**src/rtl/phase_sequencer.sv**
```systemverilog
`default_nettype none
// ============================================================================
// Module : phase_sequencer
// Brief  : One-hot instruction timing-phase generator with a stretchable
//          wait phase, stall freeze, halt / single-step control and
//          active-cycle / completed-instruction counters.
// Rev    : 1.0  initial release
// ============================================================================
module phase_sequencer #(
   parameter int NUM_PHASES = 5,
   parameter int WAIT_PHASE = 3,
   parameter int WAIT_W     = 4,
   parameter int CNT_W      = 16
) (
   input  logic                  clk,
   input  logic                  Reset,
   input  logic                  Run,
   input  logic                  Halt,
   input  logic                  StepMode,
   input  logic                  Step,
   input  logic                  Stall,
   input  logic [WAIT_W-1:0]     WaitStates,
   output logic [NUM_PHASES-1:0] T,
   output logic                  InstrStart,
   output logic                  InstrDone,
   output logic                  Halted,
   output logic                  Busy,
   output logic [CNT_W-1:0]      CycleCount,
   output logic [CNT_W-1:0]      InstrCount
);

   localparam int                   c_pw        = (NUM_PHASES > 2) ? $clog2(NUM_PHASES) : 1;
   localparam logic [c_pw-1:0]      c_last_ph   = c_pw'(NUM_PHASES - 1);
   localparam logic [c_pw-1:0]      c_wait_ph   = c_pw'(WAIT_PHASE);
   localparam logic [c_pw-1:0]      c_ph_one    = c_pw'(1);
   localparam logic [NUM_PHASES-1:0] c_t_one    = {{(NUM_PHASES-1){1'b0}}, 1'b1};
   localparam logic [WAIT_W-1:0]    c_wait_one  = WAIT_W'(1);
   localparam logic [CNT_W-1:0]     c_cnt_one   = CNT_W'(1);
   localparam logic [CNT_W-1:0]     c_cnt_max   = {CNT_W{1'b1}};

   typedef enum logic [1:0] {
      ST_IDLE   = 2'd0,
      ST_RUN    = 2'd1,
      ST_WAIT   = 2'd2,
      ST_HALTED = 2'd3
   } state_t;

   state_t                  r_state;
   logic [c_pw-1:0]         r_phase;
   logic [WAIT_W-1:0]       r_wait_cnt;
   logic [NUM_PHASES-1:0]   r_t;
   logic                    r_start;
   logic                    r_halted;
   logic                    r_busy;
   logic [CNT_W-1:0]        r_cycle_cnt;
   logic [CNT_W-1:0]        r_instr_cnt;

   state_t                  w_state_nxt;
   logic [c_pw-1:0]         w_phase_nxt;
   logic [WAIT_W-1:0]       w_wait_nxt;
   logic [NUM_PHASES-1:0]   w_t_nxt;
   logic                    w_load;
   logic [c_pw-1:0]         w_load_ph;
   logic                    w_begin;
   logic                    w_done;

   // Instruction completes on the last phase in RUN; a stall defers it.
   assign w_done = (r_state == ST_RUN) && (r_phase == c_last_ph) && !Stall;

   // Next-state, next-phase and wait-counter decisions.
   always_comb begin
      w_state_nxt = r_state;
      w_phase_nxt = r_phase;
      w_wait_nxt  = r_wait_cnt;
      w_load      = 1'b0;
      w_load_ph   = '0;
      w_begin     = 1'b0;
      w_t_nxt     = '0;

      case (r_state)
         ST_IDLE: begin
            if (Run) begin
               w_load  = 1'b1;
               w_begin = 1'b1;
            end
         end
         ST_RUN: begin
            if (!Stall) begin
               if (r_phase == c_last_ph) begin
                  // Boundary: halt/step take priority over a plain stop.
                  if (Halt || StepMode) begin
                     w_state_nxt = ST_HALTED;
                  end else if (!Run) begin
                     w_state_nxt = ST_IDLE;
                  end else begin
                     w_load  = 1'b1;
                     w_begin = 1'b1;
                  end
               end else begin
                  w_load    = 1'b1;
                  w_load_ph = r_phase + c_ph_one;
               end
            end
         end
         ST_WAIT: begin
            // The last extra cycle is spent back in RUN so the normal
            // advance / completion logic applies to it.
            if (!Stall) begin
               if (r_wait_cnt <= c_wait_one) begin
                  w_state_nxt = ST_RUN;
                  w_wait_nxt  = '0;
               end else begin
                  w_wait_nxt  = r_wait_cnt - c_wait_one;
               end
            end
         end
         ST_HALTED: begin
            if (Step) begin
               w_load  = 1'b1;
               w_begin = 1'b1;
            end else if (!Halt && !StepMode) begin
               if (Run) begin
                  w_load  = 1'b1;
                  w_begin = 1'b1;
               end else begin
                  w_state_nxt = ST_IDLE;
               end
            end
         end
         default: begin
            w_state_nxt = ST_IDLE;
         end
      endcase

      // Entering a phase: the wait phase samples WaitStates exactly once here.
      if (w_load) begin
         w_phase_nxt = w_load_ph;
         if ((w_load_ph == c_wait_ph) && (WaitStates != '0)) begin
            w_state_nxt = ST_WAIT;
            w_wait_nxt  = WaitStates;
         end else begin
            w_state_nxt = ST_RUN;
            w_wait_nxt  = '0;
         end
      end

      if ((w_state_nxt == ST_RUN) || (w_state_nxt == ST_WAIT)) begin
         w_t_nxt = c_t_one << w_phase_nxt;
      end
   end

   // State, phase strobes, status flags and counters.
   always_ff @(posedge clk or posedge Reset) begin
      if (Reset) begin
         r_state     <= ST_IDLE;
         r_phase     <= '0;
         r_wait_cnt  <= '0;
         r_t         <= '0;
         r_start     <= 1'b0;
         r_halted    <= 1'b0;
         r_busy      <= 1'b0;
         r_cycle_cnt <= '0;
         r_instr_cnt <= '0;
      end else begin
         r_state    <= w_state_nxt;
         r_phase    <= w_phase_nxt;
         r_wait_cnt <= w_wait_nxt;
         r_t        <= w_t_nxt;
         r_start    <= w_begin;
         r_halted   <= (w_state_nxt == ST_HALTED);
         r_busy     <= (w_state_nxt == ST_RUN) || (w_state_nxt == ST_WAIT);
         if (r_busy && (r_cycle_cnt != c_cnt_max)) begin
            r_cycle_cnt <= r_cycle_cnt + c_cnt_one;
         end
         if (w_done) begin
            r_instr_cnt <= r_instr_cnt + c_cnt_one;
         end
      end
   end

   assign T          = r_t;
   assign InstrStart = r_start;
   assign InstrDone  = w_done;
   assign Halted     = r_halted;
   assign Busy       = r_busy;
   assign CycleCount = r_cycle_cnt;
   assign InstrCount = r_instr_cnt;

endmodule
`default_nettype wire

```
**config.mk**
```make
export PLATFORM = sky130hd
export DESIGN_NAME = phase_sequencer
export DESIGN_NICKNAME = d
export VERILOG_FILES = /design/src/rtl/phase_sequencer.sv
export SDC_FILE = /design/constraint.sdc
export NUM_CORES = 1
export LEC_CHECK = 0
export ABC_AREA = 1
export CAP_MARGIN = 40
export CORE_MARGIN = 2
export CORE_UTILIZATION = 52
export DETAILED_ROUTE_END_ITERATION = 8
export GPL_ROUTABILITY_DRIVEN = 1
export PLACE_DENSITY = 0.81
export SETUP_SLACK_MARGIN = 0.3
export SLEW_MARGIN = 20
export SYNTH_ARGS = -nofsm -noshare
export SYNTH_HDL_FRONTEND = slang
export SYNTH_SLANG_ARGS = --single-unit
```
**constraint.sdc**
```tcl
create_clock -name clk -period 2.7 [get_ports clk]
set_input_delay 0.27 -clock clk [delete_from_list [all_inputs] [get_ports clk]]
set_output_delay 0.27 -clock clk [all_outputs]
set_load 0.01 [all_outputs]
```
==> Word level (Yosys, flattened, before mapping) <==
Index checks and enable logic that the tools add are counted.
{ "word_totals": {"ff_bits": 49, "in_bits": 11, "word_cells": 70} }
{ "op_classes": {"add_sub_neg": 4, "order_cmp": 1, "n_eq_ne": 10, "shift": 1, "muxes": 31, "reduce_logical": 14} }
{ "ops": {"columns": ["op", "count"], "rows": [
  ["$add 16x1->16 const B", 2],
  ["$mux 2", 10],
  ["$mux 4", 5],
  ["$ne 16x16->1 const B", 1],
  ["$mux 3", 4],
  ["$eq 2x2->1 const B", 4],
  ["$mux 1", 8],
  ["$pmux 1 s3", 2],
  ["$pmux 2 s3", 1],
  ["$logic_and 1x1->1", 5],
  ["$mux 5", 1],
  ["$shl 1x3->5 const A", 1],
  ["$eq 2x1->1 const B", 2],
  ["$le 4x1->1 const B", 1],
  ["$reduce_bool 4->1", 1],
  ["$sub 4x1->4 const B", 1],
  ["$add 3x1->3 const B", 1],
  ["$eq 3x2->1 const B", 1],
  ["$eq 3x3->1 const B", 1],
  ["$logic_not 1->1", 3],
  ["$logic_not 2->1", 1],
  ["$logic_or 1x1->1", 2],
  ["$ne 2x1->1 const B", 1],
  ["$reduce_and 2->1", 1],
  ["$reduce_bool 2->1", 1]
]} }

==> Logic depth before layout (Yosys ltp) <==
Gate-level depths: netlist (run 1).
{ "depth": {"depth_word": 11, "mapped_depth": 14, "ltp_nobuf": 14} }

==> Worst setup path before layout (run 1) <==
Ideal clock, no wire load.
{ "synth_timing": {"path_type": "register to register", "from": "reg r_phase[0]", "to": "reg r_t[0] (netlist: T[0])", "arrival_time_ps": 1768, "slack_ps": 810, "path_stages_with_launch": 14, "n_path_buf": 0, "synth_period_minus_slack_ps": 1890, "path_cell_list": "dfrtp_1 -> inv_1 -> ha_1 -> nand2_1 -> inv_2 -> nand2_1 -> nand3_2 -> nand3_2 -> inv_1 -> o21ai_0 -> nand2_1 -> ha_1 -> nand3_1 -> nor2_1"} }
{ "synth_via": {"elab_chain_len": 11, "elab_cells_between_ends": 21, "cone_classes": "add/sub: 1; eq/ne: 4; shift: 1; mux: 13; reduce/logical: 2"} }
{ "synth_rtl": {"columns": ["item", "line", "source"], "rows": [
  ["start: declaration", "49", "logic [c_pw-1:0] r_phase;"],
  ["start signal: assignment", "166", "r_phase <= w_phase_nxt;"],
  ["$add 3x1->3 / $eq 3x3->1 (equally long branches)", "101, 89", null],
  ["$mux 3", "89", "if (r_phase == c_last_ph) begin"],
  ["$mux 3", "88", "if (!Stall) begin"],
  ["$mux 3", "80", "case (r_state)"],
  ["$eq 3x2->1", "138", "if ((w_load_ph == c_wait_ph) && (WaitStates != '0)) begin"],
  ["$logic_and 1x1->1", "138", null],
  ["$mux 2", "138", null],
  ["$mux 2 *", "136", "if (w_load) begin"],
  ["named net w_state_nxt[0]", "58", "state_t w_state_nxt;"],
  ["$eq 2x1->1 / $eq 2x2->1 (equally long branches)", "147", "if ((w_state_nxt == ST_RUN) || (w_state_nxt == ST_WAIT)) begin"],
  ["$logic_or 1x1->1 *", "147", null],
  ["$mux 5 *", "147", null],
  ["named net w_t_nxt[0]", "61", "logic [NUM_PHASES-1:0] w_t_nxt;"],
  ["end signal: assignment", "168", "r_t <= w_t_nxt;"],
  ["end: declaration", "51", "logic [NUM_PHASES-1:0] r_t;"]
]} }
The timed path passes the listed nets; every way through them passes the cells marked *.
A chain may end at the register's enable or synchronous reset.

==> Worst setup path in the final report (run 1) <==
{ "layout_timing": {"from": "reg r_phase[0]", "to": "out InstrDone"} }
{ "layout_via": {"elab_chain_len": 3} }
{ "layout_rtl": {"columns": ["item", "line", "source"], "rows": [
  ["$eq 3x3->1", "68", "assign w_done = (r_state == ST_RUN) && (r_phase == c_last_ph) && !Stall;"],
  ["$logic_and 1x1->1 (2 in series)", "68", null],
  ["end: declaration", "25", "output logic InstrDone,"]
]} }
Every way passes these cells.

==> results of run 1 <==
-- registers in the layout, summed over array words and instances, names as in the netlist --
name	flops
Halted	1
InstrStart	1
r_state	2
CycleCount	16
r_wait_cnt	4
Busy	1
T	5
r_phase	3
InstrCount	16
-- how the worst max path moves through the flow --
stage / to / slack, ns / cells after the start
after floorplan: T[0]$_DFF_PP0_ / 0.81 / 13
after global routing: T[1]$_DFF_PP0_ / 0.26 / 13
after global placement: T[3]$_DFF_PP0_ / 0.46 / 10
final: InstrDone / 0.50 / 7
after detailed placement: T[1]$_DFF_PP0_ / 0.36 / 10
after CTS: T[1]$_DFF_PP0_ / 0.48 / 14
-- critical path: cells and delay by family, from the launching register on --
family	cells	cell delay (ns)
flip-flops	1	0.40
adder cells (fa/ha/maj)	1	0.15
AND/OR/NAND/NOR	2	0.21
buffers and inverters	4	0.86
-- routing by layer --
| metal | routed length, µm | track usage [%] | vias to the layer above | share of wire (%) |
|---|---|---|---|---|
| met1 | 2785 | 28.08 | 1175 | 44 |
| li1 | - | - | 1275 | - |
| met5 | 0 | 0 | - | 0 |
| met4 | 138 | 8.036 | 0 | 2.2 |
| met2 | 3170 | 39.91 | 54 | 50 |
| met3 | 213 | 4.235 | 11 | 3.4 |
-- cell type report --
type                       instances  share of cell area (%)
multi-input combinational        269                   40.06
tap                               70                   2.506
sequential                        49                   35.09
inverter                          43                   4.619
timing repair buffer              54                   15.25
clock buffer                       7                   2.470
-- kinds of logic after synthesis --
kind of cell	synth area share, %
AND/OR/NAND/NOR	35.91
flip-flops	44.05
AO/OA/AOI/OAI	4.135
buffers and inverters	6.472
adder cells (fa/ha/maj)	3.146
XOR/XNOR	6.292
-- synth_stat cells --
cell	number
sky130_fd_sc_hd__buf_4	1
sky130_fd_sc_hd__buf_6	1
sky130_fd_sc_hd__clkinv_1	1
sky130_fd_sc_hd__dfrtp_1	49
sky130_fd_sc_hd__ha_1	7
sky130_fd_sc_hd__inv_1	40
sky130_fd_sc_hd__inv_2	2
sky130_fd_sc_hd__nand2_1	114
sky130_fd_sc_hd__nand2_2	2
sky130_fd_sc_hd__nand2_4	1
sky130_fd_sc_hd__nand3_1	31
sky130_fd_sc_hd__nand3_2	2
sky130_fd_sc_hd__nand3b_1	6
sky130_fd_sc_hd__nand4_1	11
sky130_fd_sc_hd__nor2_1	36
sky130_fd_sc_hd__nor2_2	2
sky130_fd_sc_hd__nor2_8	1
sky130_fd_sc_hd__nor3_1	13
sky130_fd_sc_hd__nor3_2	1
sky130_fd_sc_hd__nor3_4	1
sky130_fd_sc_hd__o211ai_1	1
sky130_fd_sc_hd__o21ai_0	18
sky130_fd_sc_hd__o21ai_2	2
sky130_fd_sc_hd__xnor2_1	8
sky130_fd_sc_hd__xor2_1	12
-- stage by stage --
step           area (µm²)  util, %  hold slack, ns  power (µW)  setup slack [ns]
2_1_floorplan        2784        -          0.4309        1751            0.8103
3_3_place_gp         3386    65.87          0.5097        2098            0.4561
3_5_place_dp         3386    65.87          0.5174        2132            0.3612
4_1_cts              3472    67.55          0.3567        2578            0.4843
5_1_grt              3495    67.99          0.3708        2799            0.2609
6_report             3495    67.99          0.3323        2594            0.5000
-- timing repair --
| action | 4_1_cts | 5_1_grt |
|---|---|---|
| hold buffers | 0 | 0 |
| gates resized for setup | 0 | 4 |
| endpoints found under the setup margin | 0 | 4 |
| buffers inserted | 0 | 0 |
-- cell usage in the layout, fill, tap and decap left out --
cell | Yosys | final
sky130_fd_sc_hd__nor2_2 | 2 | 2
sky130_fd_sc_hd__o211ai_1 | 1 | 1
sky130_fd_sc_hd__clkdlybuf4s50_1 | 0 | 51
sky130_fd_sc_hd__nand3_2 | 2 | 1
sky130_fd_sc_hd__nand4_1 | 11 | 11
sky130_fd_sc_hd__nand2_4 | 1 | 1
sky130_fd_sc_hd__inv_1 | 40 | 39
sky130_fd_sc_hd__nor3_1 | 13 | 13
sky130_fd_sc_hd__nor3_4 | 1 | 1
sky130_fd_sc_hd__o21ai_0 | 18 | 18
sky130_fd_sc_hd__nand2_1 | 114 | 113
sky130_fd_sc_hd__nand3_1 | 31 | 30
sky130_fd_sc_hd__ha_1 | 7 | 7
sky130_fd_sc_hd__nor3_2 | 1 | 1
sky130_fd_sc_hd__clkinv_1 | 1 | 1
sky130_fd_sc_hd__nand2_2 | 2 | 3
sky130_fd_sc_hd__dfrtp_1 | 49 | 49
sky130_fd_sc_hd__nand3_4 | 0 | 2
sky130_fd_sc_hd__clkbuf_1 | 0 | 1
sky130_fd_sc_hd__inv_2 | 2 | 3
sky130_fd_sc_hd__nor2_1 | 36 | 36
sky130_fd_sc_hd__nand3b_1 | 6 | 6
sky130_fd_sc_hd__o21ai_2 | 2 | 2
sky130_fd_sc_hd__xnor2_1 | 8 | 8
sky130_fd_sc_hd__nor2_8 | 1 | 1
sky130_fd_sc_hd__buf_4 | 1 | 3
sky130_fd_sc_hd__clkbuf_8 | 0 | 6
sky130_fd_sc_hd__xor2_1 | 12 | 12
-- power breakdown --
part           internal (µW)  total [µW]  switching, µW
Combinational            455        1130            676
Clock                    204         438            234
Sequential               884        1030            141
Total                   1540        2590           1050
==> impl_metrics.xml, run 1 <==
<?xml version="1.0" encoding="UTF-8"?>
<metrics>
  <group name="route">
    <metric name="drtAntennaViolNets" unit="">0</metric>
    <metric name="drt_iter0_markers" unit="">82</metric>
    <metric name="viasPerCell" unit="">5.112</metric>
    <metric name="firstDrtPassIters" unit="">4</metric>
    <metric name="detailroute.via_count" unit="">2515</metric>
    <metric name="drt-total-wl" unit="µm">6307</metric>
    <metric name="drcViolationCount" unit="">0</metric>
    <metric name="post_drt_wl_per_cell" unit="µm">12.82</metric>
  </group>
  <group name="floorplanning">
    <metric name="die_height" unit="µm">77.17</metric>
    <metric name="row_count" unit="">26</metric>
    <metric name="initial_core_util" unit="%">54.16</metric>
    <metric name="num_io_pins" unit="">52</metric>
    <metric name="core_area" unit="µm²">5140</metric>
    <metric name="die_w" unit="µm">77.17</metric>
    <metric name="fp.dieArea" unit="µm²">5955</metric>
  </group>
  <group name="worst_setup_path">
    <metric name="r2r_slack" unit="ns">0.54</metric>
    <metric name="critPathSlowestCell" unit="">sky130_fd_sc_hd__clkdlybuf4s50_1</metric>
    <metric name="worst_r2r_endpoint" unit="">T[1]$_DFF_PP0_</metric>
    <metric name="critical_path.startpoint" unit="">r_phase[0]$_DFF_PP0_</metric>
    <metric name="crit_path_launch_type" unit="">flip-flop</metric>
    <metric name="worst-path-max-fanout" unit="">10</metric>
    <metric name="cp.arrival" unit="ns">1.93</metric>
    <metric name="worst-endpoint-required" unit="ns">2.43</metric>
    <metric name="timing.critical_path.to_type" unit="">output pin</metric>
    <metric name="criticalPathCategory" unit="">reg2out</metric>
    <metric name="max_stage_delay" unit="ns">0.53</metric>
    <metric name="cp_cell_sequence" unit="">inv_1 &gt; ha_1 &gt; nand2_1 &gt; inv_2 &gt; nand2_4 &gt; clkinv_1 &gt; clkdlybuf4s50_1</metric>
    <metric name="r2r_start" unit="">r_phase[0]$_DFF_PP0_</metric>
    <metric name="worst_r2r_path_depth" unit="">13</metric>
  </group>
  <group name="finish">
    <metric name="multiInputGateArea" unit="µm²">1400</metric>
    <metric name="drive_gt1_share" unit="%">6.161</metric>
    <metric name="sequential_cell_area" unit="µm²">1226</metric>
    <metric name="nets" unit="">440</metric>
    <metric name="fillerInstances" unit="">470</metric>
    <metric name="final-instance-count-excl-fill" unit="">492</metric>
    <metric name="antenna-diode-count" unit="">0</metric>
    <metric name="areaGrowthSynthToFinish" unit="%">25.53</metric>
  </group>
  <group name="flow_run">
    <metric name="max-cap-violations" unit="">0</metric>
  </group>
  <group name="sta">
    <metric name="rsz_0062_raised_after_global_routing" unit="">no</metric>
    <metric name="report.final.slew_viol_count" unit="">0</metric>
    <metric name="maxSlewHeadroom" unit="%">63.87</metric>
    <metric name="tns" unit="ns">0</metric>
    <metric name="finalClockSkew" unit="ns">0.007052</metric>
    <metric name="final_hold_viol_count" unit="">0</metric>
    <metric name="min_period" unit="ns">2.200</metric>
    <metric name="fin_crit_sh" unit="%">81.48</metric>
    <metric name="tightest_slew" unit="ns">0.5412</metric>
    <metric name="setup-violations-final" unit="">0</metric>
    <metric name="max_freq" unit="MHz">454.6</metric>
  </group>
  <group name="run_status">
    <metric name="run_status" unit="">completed</metric>
  </group>
  <group name="synth">
    <metric name="ys_seq_area_share" unit="%">44.04</metric>
    <metric name="yosys.area.top_type" unit="">sky130_fd_sc_hd__dfrtp_1</metric>
    <metric name="yosysWarningCount" unit="">0</metric>
    <metric name="syn-mean-instance-area" unit="µm²">7.669</metric>
    <metric name="share_of_the_synthesized_area_in_the_top_cell_type" unit="%">44.04</metric>
    <metric name="synth_seq_cells" unit="">49</metric>
    <metric name="synth_nets" unit="">381</metric>
    <metric name="synthesis.area" unit="µm²">2784</metric>
    <metric name="synthTopCellsByArea" unit="">sky130_fd_sc_hd__dfrtp_1 (44%), sky130_fd_sc_hd__nand2_1 (15%), sky130_fd_sc_hd__nand3_1 (5.6%), sky130_fd_sc_hd__inv_1 (5.4%), sky130_fd_sc_hd__nor2_1 (4.9%)</metric>
    <metric name="synth_cell_type_count" unit="">25</metric>
    <metric name="netlist_instances" unit="">363</metric>
  </group>
  <group name="cts">
    <metric name="clock_transition_at_the_registers_of_the_reported_paths" unit="ns">0.08</metric>
    <metric name="ctsHtreeMaxLevel" unit="">2</metric>
    <metric name="maximum_root_to_sink_buffer_count" unit="">2</metric>
    <metric name="tritoncts" unit="">built</metric>
    <metric name="clock_latency" unit="ns">0.30</metric>
    <metric name="cts_sinks" unit="">49</metric>
    <metric name="cts_root_buffer_type" unit="">sky130_fd_sc_hd__clkbuf_8</metric>
    <metric name="numCtsBuffers" unit="">5</metric>
  </group>
  <group name="power_and_ir_drop">
    <metric name="power_density" unit="nW/µm²">742.3</metric>
    <metric name="total_leakage_power" unit="µW">0.001654</metric>
    <metric name="ir_drop" unit="µV">585.0</metric>
  </group>
  <group name="placed_design">
    <metric name="gpl.final_weighted_congestion" unit="">0.8990</metric>
    <metric name="placement.io_buffers" unit="">51</metric>
    <metric name="post-place-cells" unit="">485</metric>
    <metric name="hpwl" unit="µm">4839</metric>
  </group>
  <group name="global_routing">
    <metric name="grt_max_degree" unit="">27</metric>
    <metric name="number_of_antenna_violations_at_the_first_check_in_global_routing" unit="">0</metric>
    <metric name="congestion_overflow_gr" unit="">0</metric>
    <metric name="grt.total_usage" unit="%">22.81</metric>
    <metric name="grt_pass1_wl" unit="µm">10930</metric>
    <metric name="vias_in_the_first_global_route" unit="">2473</metric>
  </group>
  <group name="min_path">
    <metric name="worst_hold_path_type" unit="">in2async</metric>
  </group>
</metrics>
Power figures use the tool's default switching activity.
==> inputs of run 2 (changes only) <==
--- a/config.mk
+++ b/config.mk
@@ -8,10 +8,10 @@
 export ABC_AREA = 1
 export CAP_MARGIN = 40
 export CORE_MARGIN = 2
-export CORE_UTILIZATION = 52
+export CORE_UTILIZATION = 47
 export DETAILED_ROUTE_END_ITERATION = 8
 export GPL_ROUTABILITY_DRIVEN = 1
-export PLACE_DENSITY = 0.81
+export PLACE_DENSITY = 0.77
 export SETUP_SLACK_MARGIN = 0.3
 export SLEW_MARGIN = 20
 export SYNTH_ARGS = -nofsm -noshare
==> constraint.sdc (replaced) <==
create_clock -name clk -period 2 [get_ports clk]
set_input_delay 0.2 -clock clk [delete_from_list [all_inputs] [get_ports clk]]
set_output_delay 0.2 -clock clk [all_outputs]
set_load 0.01 [all_outputs]
==> impl_metrics.xml, run 2 (same netlist as run 1, synthesis figures left out) <==
<?xml version="1.0" encoding="UTF-8"?>
<metrics>
  <group name="floorplanning">
    <metric name="initial_core_util" unit="%">47.87</metric>
    <metric name="core_area" unit="µm²">5816</metric>
    <metric name="fp.dieArea" unit="µm²">6555</metric>
    <metric name="die_height" unit="µm">80.96</metric>
    <metric name="num_io_pins" unit="">52</metric>
    <metric name="die_w" unit="µm">80.96</metric>
    <metric name="row_count" unit="">28</metric>
  </group>
  <group name="sta">
    <metric name="finalClockSkew" unit="ns">0.007136</metric>
    <metric name="max_freq" unit="MHz">554.4</metric>
    <metric name="report.final.slew_viol_count" unit="">0</metric>
    <metric name="tightest_slew" unit="ns">0.4367</metric>
    <metric name="min_period" unit="ns">1.804</metric>
    <metric name="rsz_0062_raised_after_global_routing" unit="">yes</metric>
    <metric name="fin_crit_sh" unit="%">90.18</metric>
    <metric name="final_hold_viol_count" unit="">0</metric>
    <metric name="maxSlewHeadroom" unit="%">70.66</metric>
    <metric name="setup-violations-final" unit="">0</metric>
  </group>
  <group name="power_and_ir_drop">
    <metric name="internal_power" unit="µW">2418</metric>
    <metric name="total_leakage_power" unit="µW">0.001781</metric>
    <metric name="seq_power_share" unit="%">34.5</metric>
    <metric name="net-switching-power" unit="µW">1644</metric>
    <metric name="swShare" unit="%">40.47</metric>
    <metric name="pwr-share-clk" unit="%">14.4</metric>
    <metric name="combPwrFrac" unit="%">51.1</metric>
    <metric name="fin_total_pwr" unit="µW">4062</metric>
    <metric name="power_density" unit="nW/µm²">1062</metric>
    <metric name="ir_drop" unit="µV">801.4</metric>
  </group>
  <group name="worst_setup_path">
    <metric name="r2r_slack" unit="ns">0.20</metric>
    <metric name="crit_path_launch_type" unit="">flip-flop</metric>
    <metric name="critical_path.startpoint" unit="">r_phase[1]$_DFF_PP0_</metric>
    <metric name="worst-path-max-fanout" unit="">4</metric>
    <metric name="worst_r2r_path_depth" unit="">12</metric>
    <metric name="worst_r2r_endpoint" unit="">T[2]$_DFF_PP0_</metric>
    <metric name="r2r_start" unit="">r_phase[1]$_DFF_PP0_</metric>
    <metric name="critical_path_destination" unit="">T[2]$_DFF_PP0_</metric>
    <metric name="criticalPathCategory" unit="">reg2reg</metric>
    <metric name="worst-endpoint-required" unit="ns">2.24</metric>
    <metric name="timing.critical_path.to_type" unit="">flip-flop</metric>
    <metric name="cp.arrival" unit="ns">2.04</metric>
  </group>
  <group name="route">
    <metric name="post_drt_wl_per_cell" unit="µm">12.46</metric>
    <metric name="detailroute.via_count" unit="">2652</metric>
    <metric name="viasPerCell" unit="">5.100</metric>
    <metric name="drcViolationCount" unit="">0</metric>
    <metric name="firstDrtPassIters" unit="">4</metric>
    <metric name="drt-total-wl" unit="µm">6478</metric>
    <metric name="drtAntennaViolNets" unit="">0</metric>
    <metric name="drt_iter0_markers" unit="">153</metric>
  </group>
  <group name="min_path">
    <metric name="worst_hold_path_type" unit="">in2async</metric>
  </group>
  <group name="placed_design">
    <metric name="gpl.final_weighted_congestion" unit="">0.8962</metric>
    <metric name="hpwl" unit="µm">4809</metric>
    <metric name="placement.io_buffers" unit="">51</metric>
    <metric name="post-place-cells" unit="">498</metric>
  </group>
  <group name="cts">
    <metric name="maximum_root_to_sink_buffer_count" unit="">2</metric>
    <metric name="cts_sinks" unit="">49</metric>
    <metric name="numCtsBuffers" unit="">5</metric>
    <metric name="clock_transition_at_the_registers_of_the_reported_paths" unit="ns">0.09</metric>
    <metric name="cts_root_buffer_type" unit="">sky130_fd_sc_hd__clkbuf_8</metric>
    <metric name="clock_latency" unit="ns">0.30</metric>
    <metric name="ctsHtreeMaxLevel" unit="">2</metric>
    <metric name="postCtsHoldBufs" unit="">0</metric>
    <metric name="tritoncts" unit="">built</metric>
  </group>
  <group name="finish">
    <metric name="antenna-diode-count" unit="">0</metric>
    <metric name="areaGrowthSynthToFinish" unit="%">37.44</metric>
    <metric name="drive_gt1_share" unit="%">17.30</metric>
    <metric name="final-instance-count-excl-fill" unit="">520</metric>
    <metric name="fillerInstances" unit="">534</metric>
    <metric name="final_common_cell" unit="">sky130_fd_sc_hd__nand2_1</metric>
    <metric name="most-common-layout-cells" unit="">sky130_fd_sc_hd__nand2_1 (109), sky130_fd_sc_hd__clkdlybuf4s50_1 (50), sky130_fd_sc_hd__dfrtp_1 (49)</metric>
    <metric name="nets" unit="">462</metric>
  </group>
  <group name="global_routing">
    <metric name="grt.total_usage" unit="%">21.52</metric>
    <metric name="vias_in_the_first_global_route" unit="">2515</metric>
    <metric name="congestion_overflow_gr" unit="">0</metric>
    <metric name="number_of_antenna_violations_at_the_first_check_in_global_routing" unit="">0</metric>
    <metric name="grt_pass1_wl" unit="µm">11030</metric>
    <metric name="grt_max_degree" unit="">33</metric>
  </group>
  <group name="run_status">
    <metric name="run_status" unit="">completed</metric>
  </group>
  <group name="flow_run">
    <metric name="max-cap-violations" unit="">0</metric>
  </group>
</metrics>
run 2: cell count changes in the layout (fill, tap and decap cells not counted), moves of 5 or more:
| cell | previous run | this run |
|---|---|---|
| sky130_fd_sc_hd__nor2_1 | 36 | 29 |
| sky130_fd_sc_hd__o21ai_0 | 18 | 12 |
| sky130_fd_sc_hd__ha_1 | 7 | 2 |
| sky130_fd_sc_hd__nor2_2 | 2 | 7 |
| sky130_fd_sc_hd__inv_1 | 39 | 34 |
| sky130_fd_sc_hd__buf_4 | 3 | 23 |
| sky130_fd_sc_hd__o21ai_1 | 0 | 5 |
run 2: worst min-delay path by stage:
stage | startpoint | slack (ns) | cells past startpoint | endpoint
after CTS | Reset | 0.20 | 2 | InstrCount[9]$_DFFE_PP0P_
final | Reset | 0.20 | 2 | InstrCount[10]$_DFFE_PP0P_
after floorplan | WaitStates[1] | 0.36 | 2 | r_wait_cnt[1]$_DFFE_PP0P_
after detailed placement | r_wait_cnt[1]$_DFFE_PP0P_ | 0.50 | 2 | r_wait_cnt[1]$_DFFE_PP0P_
after global placement | r_wait_cnt[1]$_DFFE_PP0P_ | 0.50 | 2 | r_wait_cnt[1]$_DFFE_PP0P_
after global routing | Reset | 0.22 | 2 | InstrStart$_DFF_PP0_
run 2: final cells by class:
type | instances | area, µm² | share of cell area [%]
clock buffers | 6 | 72.57 | 1.897
clock inverters | 2 | 15.01 | 0.3924
inverters | 43 | 168.9 | 4.415
multi-input cells | 269 | 1531 | 40.03
flip-flops and latches | 49 | 1226 | 32.05
well taps | 75 | 93.84 | 2.453
repair buffers | 76 | 718.2 | 18.77
run 2: power by group through the flow:
stage	registers, µW	clock network [µW]	logic (µW)
after floorplan	1430	0	1140
after global placement	1400	0	1690
after detailed placement	1410	0	1750
after CTS	1380	606	1960
after global routing	1430	645	2300
final	1400	585	2080
run 2: per-stage QoR:
stage | worst slack [ns] | util (%) | TNS, ns | hold slack [ns] | cell area (µm²)
2_1_floorplan | 0.2833 | - | 0 | 0.3609 | 2869
3_3_place_gp | 0.05176 | 61.04 | 0 | 0.5015 | 3550
3_5_place_dp | -0.02870 | 61.04 | -0.07939 | 0.5035 | 3550
4_1_cts | 0.2090 | 64.50 | 0 | 0.2029 | 3751
5_1_grt | 0.07280 | 65.79 | 0 | 0.2213 | 3826
6_report | 0.1964 | 65.79 | 0 | 0.1952 | 3826
run 2: worst max-delay path: stages (launching register included):
cell and delay [ns]:
sky130_fd_sc_hd__dfrtp_1 0.40, sky130_fd_sc_hd__inv_2 0.09, sky130_fd_sc_hd__ha_4 0.14, sky130_fd_sc_hd__nand2_4 0.06, sky130_fd_sc_hd__inv_6 0.09, sky130_fd_sc_hd__nand2_4 0.06
sky130_fd_sc_hd__nor3_2 0.10, sky130_fd_sc_hd__nor2_1 0.06, sky130_fd_sc_hd__o21ai_1 0.15, sky130_fd_sc_hd__nand2_2 0.10, sky130_fd_sc_hd__ha_4 0.30, sky130_fd_sc_hd__nand3_4 0.09
sky130_fd_sc_hd__nor2_1 0.10
run 2: what timing repair did:
item / in CTS / in global routing
setup endpoints to repair: 15 / 26
buffers inserted: 10 / 4
pin swaps: 7 / 6
resized for setup: 11 / 19
run 2: layer usage:
metal | track usage (%) | vias to the layer above | part of all wire, %
met2 | 37.19 | 63 | 52
met3 | 3.556 | 10 | 3.5
met5 | 0 | - | 0
met1 | 27.42 | 1251 | 43
met4 | 7.119 | 0 | 1.5
li1 | - | 1328 | -
